File: src/rtl/quadrature_generator.sv
// Quadrature encoder emulator: walks a gray-coded A/B phase toward a commanded
// target one state per programmable period, with an index pulse on z.
module quadrature_generator #(
  parameter int WIDTH     = 16,
  parameter int DIV_WIDTH = 16,
  parameter int CPR_LOG2  = 10
) (
  input  logic                 clk,
  input  logic                 rst_n,
  input  logic                 enable,
  input  logic [WIDTH-1:0]     target,
  input  logic                 target_load,
  input  logic [DIV_WIDTH-1:0] period,
  output logic                 a,
  output logic                 b,
  output logic                 z,
  output logic [WIDTH-1:0]     pos,
  output logic                 busy
);

  localparam logic [1:0] S0 = 2'd0;
  localparam logic [1:0] S1 = 2'd1;
  localparam logic [1:0] S2 = 2'd2;
  localparam logic [1:0] S3 = 2'd3;

  localparam logic [DIV_WIDTH-1:0] DIV_ONE = {{(DIV_WIDTH-1){1'b0}}, 1'b1};
  localparam logic [WIDTH-1:0]     POS_ONE = {{(WIDTH-1){1'b0}}, 1'b1};

  logic [WIDTH-1:0]     tgt;
  logic [WIDTH-1:0]     diff;
  logic [WIDTH-1:0]     pos_nxt;
  logic [DIV_WIDTH-1:0] div;
  logic [DIV_WIDTH-1:0] div_nxt;
  logic [DIV_WIDTH-1:0] per_eff;
  logic [DIV_WIDTH-1:0] per_m1;
  logic [1:0]           phase;
  logic [1:0]           phase_nxt;
  logic                 at_tgt;
  logic                 fwd;
  logic                 step;

  function automatic logic [1:0] phase_fwd(input logic [1:0] s);
    case (s)
      S0:      phase_fwd = S1;
      S1:      phase_fwd = S2;
      S2:      phase_fwd = S3;
      default: phase_fwd = S0;
    endcase
  endfunction

  function automatic logic [1:0] phase_bwd(input logic [1:0] s);
    case (s)
      S0:      phase_bwd = S3;
      S3:      phase_bwd = S2;
      S2:      phase_bwd = S1;
      default: phase_bwd = S0;
    endcase
  endfunction

  // Gray mapping guarantees exactly one of a/b toggles per state change.
  function automatic logic [1:0] phase_ab(input logic [1:0] s);
    case (s)
      S0:      phase_ab = 2'b00;
      S1:      phase_ab = 2'b01;
      S2:      phase_ab = 2'b11;
      default: phase_ab = 2'b10;
    endcase
  endfunction

  always_comb begin
    per_eff = (period == '0) ? DIV_ONE : period;
    per_m1  = per_eff - DIV_ONE;
    diff    = tgt - pos;
    at_tgt  = (diff == '0);
    // Half-range difference (MSB set) resolves backward, giving the shortest modular path.
    fwd     = ~diff[WIDTH-1];
    step    = enable & ~at_tgt & (div >= per_m1);
  end

  always_comb begin
    div_nxt   = div + DIV_ONE;
    pos_nxt   = pos;
    phase_nxt = phase;
    if (!enable || at_tgt) begin
      div_nxt = '0;
    end else if (step) begin
      div_nxt = '0;
      if (fwd) begin
        pos_nxt   = pos + POS_ONE;
        phase_nxt = phase_fwd(phase);
      end else begin
        pos_nxt   = pos - POS_ONE;
        phase_nxt = phase_bwd(phase);
      end
    end
  end

  // Busy compares against the pre-load tgt so a simultaneous load takes effect next cycle.
  always_ff @(posedge clk) begin
    if (!rst_n) begin
      pos    <= '0;
      tgt    <= '0;
      div    <= '0;
      phase  <= S0;
      {a, b} <= 2'b00;
      z      <= 1'b1;
      busy   <= 1'b0;
    end else begin
      pos    <= pos_nxt;
      div    <= div_nxt;
      phase  <= phase_nxt;
      {a, b} <= phase_ab(phase_nxt);
      z      <= (pos_nxt[CPR_LOG2-1:0] == '0);
      busy   <= (pos_nxt != tgt);
      if (target_load) begin
        tgt <= target;
      end
    end
  end

endmodule

File: config.mk
export PLATFORM = sky130hd
export DESIGN_NAME = quadrature_generator
export DESIGN_NICKNAME = d
export VERILOG_FILES = /design/src/rtl/quadrature_generator.sv
export SDC_FILE = /design/constraint.sdc
export NUM_CORES = 1
export LEC_CHECK = 0
export ABC_AREA = 1
export BUFFER_PORTS_ARGS = -buffer_cell sky130_fd_sc_hd__buf_4
export CORE_MARGIN = 2
export CORE_UTILIZATION = 54
export DETAILED_ROUTE_END_ITERATION = 12
export PLACE_DENSITY = 0.76
export RECOVER_POWER = 100
export REMOVE_ABC_BUFFERS = 1
export SLEW_MARGIN = 20
export SYNTH_ARGS = -nofsm -noshare
export SYNTH_HDL_FRONTEND = slang
export SYNTH_SLANG_ARGS = --single-unit
File: constraint.sdc
create_clock -name clk -period 4.6 [get_ports clk]
set_clock_uncertainty 0.1 [all_clocks]
set_input_delay 0.92 -clock clk [delete_from_list [all_inputs] [get_ports clk]]
set_output_delay 0.92 -clock clk [all_outputs]
set_load 0.005 [all_outputs]
==> run metrics <==
vias in the first global route 4,898; Cell Area, Placed ~0.0055 mm²; share of layout cells above drive strength 1 0.159; adder and majority gate portion of the synthesized area 0.134; initial antenna violation count 0; final hold violation count 0; CTS tree yes; CP endpoint kind register; grt total ovfl 0; Worst Max-Slew Pin Slew roughly 0.75 ns; slowest CP cell nor3_4; pwr/cell area between 200 and 250 mW/mm²; Seq/Total Area, Yosys 0.221; gpl congestion roughly 0.89; Syn Std Cell Area approximately 0.0049 mm²; maxcap violations 0; # nets final roughly 930; Initial Util 0.559; CTS H-tree lvls 2; flops & latches, synth 54; Die ar. about 0.01 mm²; worst-skew pair later-pin latency 0.32 ns; Die Y 99.2 µm; ANT cells 0; Cells after Synth about 780; Synth Area in Compound Gates 0.107; DRT Pass-1 Iters 5; Iteration-0 DRC Markers about 230; Final setup viols 0; CTS Buf Count 5; CTS max path bufs 2; mux share of post-synthesis cell area 0; CP Launch Type primary input; Via Count between 5k and 6k; FMAX around 230 MHz; largest family of logic cells by synthesized area simple AND/OR/NAND/NOR gates; run status finished clean; period utilization 0.937; worst hold path type register to register; row cnt 34; Simple-Gate Fraction of Synth Area 0.374; drc violations 0; via density per instance between 5 and 6; Synth top area share 0.221; largest net degree at the start of global routing 29; CP most frequent cell nand2_1; drt total wl 12.9 mm; xor-xnor portion of the synthesized cell area 0.0573; minimum clock period 4.31 ns; Yosys warnings 0; post-synth cell types about 40; CTS sink cnt 54; Leak roughly 3.1 nW; core area 0.00876 mm²; Arr. time, crit path between 4 and 5 ns; Power Total ~1.2 mW; IO Port Bufs between 50 and 60; largest area contributor in the netlist dfxtp_1; maximum fanout along the worst path 7; routed length per placed instance between 10 and 15 µm; average size of a mapped cell 6.32 µm²; critical path class primary input to register; Clock transition at path regs roughly 0.10 ns; ranking of synthesized cells by area dfxtp_1 (22%), nand2_1 (16%), ha_1 (13%); ANT nets after route 0; slew margin rel. 0.497; design area ~0.0058 mm²; first-pass GRT wire length around 21 mm; Final HPWL DP between 10 and 15 mm; Die W around 99 µm; gr usage total 0.258; root buffer selected by CTS clkbuf_8; Area Overhead vs Synth 18.7%; max-slew violation total from the final report 0; IO Pins 56; max incr delay on CP ~0.28 ns; worst endpoint required time 4.71 ns; VDD IR max 0.000152 V
-- where the power goes --
group          internal [mW]  total [mW]  switching [mW]  leakage, nW
clock                  0.163       0.334           0.171       0.0514
sequential             0.478       0.489          0.0103        0.442
combinational          0.161       0.410           0.249         2.58
-- Yosys cell counts (all sizes together) --
cell type,count
a21oi,54
or3,1
nor3b,3
a21o,3
inv,116
fa,1
a211oi,1
clkbuf,7
clkinv,2
a21boi,4
ha,51
xor2,20
nand3b,7
nand4,24
dfxtp,54
a41oi,1
o211ai,1
o21ai,31
nand3,55
buf,6
nand2,221
nor4,2
and2,4
or2,1
nor2,78
o21bai,1
xnor2,12
or4,1
nor3,11
a31oi,2
-- final timing paths --
check	slack [ns]	endpoint	start	cells past startpoint
max	0.29	busy	period[6]	30
min	0.38	div[0]	div[0]	1
max reg2reg	0.32	busy	pos[9]	27
min reg2reg	0.38	div[0]	div[0]	1
-- kinds of logic (layout without fill, tap and decap cells) --
| kind of cell | Yosys count | in the layout |
|---|---|---|
| AO/OA/AOI/OAI | 98 | 98 |
| XOR/XNOR | 32 | 32 |
| adder cells (fa/ha/maj) | 52 | 52 |
| buffers and inverters | 131 | 203 |
| flip-flops | 54 | 54 |
| AND/OR/NAND/NOR | 408 | 408 |
-- cell usage in the layout (no fill, tap or decap), types with 3 or more instances in the layout --
cell type	synthesis	final
o21ai_1	2	3
a21o_1	3	3
nand3b_1	7	7
nand3_2	4	5
ha_2	0	3
buf_4	1	62
nor3_1	10	8
o21ai_0	29	27
xnor2_1	12	12
a21boi_1	0	3
nor2_2	2	6
nand3_1	51	48
nor2_1	76	72
dfxtp_1	54	49
nor3b_1	3	3
clkbuf_4	0	9
a21oi_2	1	4
nand4_2	6	6
nand2_1	210	209
xor2_1	20	20
clkbuf_8	0	5
inv_1	115	114
and2_1	4	4
nand2_2	11	12
clkbuf_1	7	3
nand4_1	18	18
a21oi_1	53	50
ha_1	51	47
dfxtp_2	0	5
-- state kept, by name, indices dropped and copies added, names as in the netlist --
signal	cells
z	1
div	16
a	1
pos	16
busy	1
b	1
tgt	16
phase	2
-- area by class of cell --
cell class,instances,area (µm²)
Clock buffer,6,72.6
Clock inverter,2,37.5
Fill cell,796,2950
Inverter,118,447
Multi-Input combinational cell,590,3410
Sequential cell,54,1090
Tap cell,108,135
Timing Repair Buffer,77,621
-- routing by layer --
metal	part of all wire	track usage
met5	0	0
met4	0.015	0.0727
met3	0.046	0.0211
met2	0.47	0.445
met1	0.47	0.345
-- per-stage QoR --
step                hold slack, ns  worst slack (ns)  std cells   util  setup TNS, ns
global placement             0.348           -0.0415        941  0.627        -0.0529
finish                       0.380             0.290        955  0.663              0
global route                 0.418           -0.0226        955  0.663        -0.0425
CTS                          0.388             0.111        949  0.640              0
floorplan                    0.330            -0.275        762      -         -0.888
detailed placement           0.365            -0.196        941  0.627         -0.512
-- worst max-delay path, delay by kind of cell --
family                   cells  cell delay [ns]
XOR/XNOR                     1             0.15
buffers and inverters        5             0.52
AND/OR/NAND/NOR             21             2.15
AO/OA/AOI/OAI                1             0.20
adder cells (fa/ha/maj)      2             0.47
-- what timing repair did --
action	4_1_cts	5_1_grt
endpoints found under the setup margin	0	13
buffers inserted	0	5
gates resized for setup	0	42
hold buffers	0	0
No activity file was read; power rests on OpenSTA's default activity.
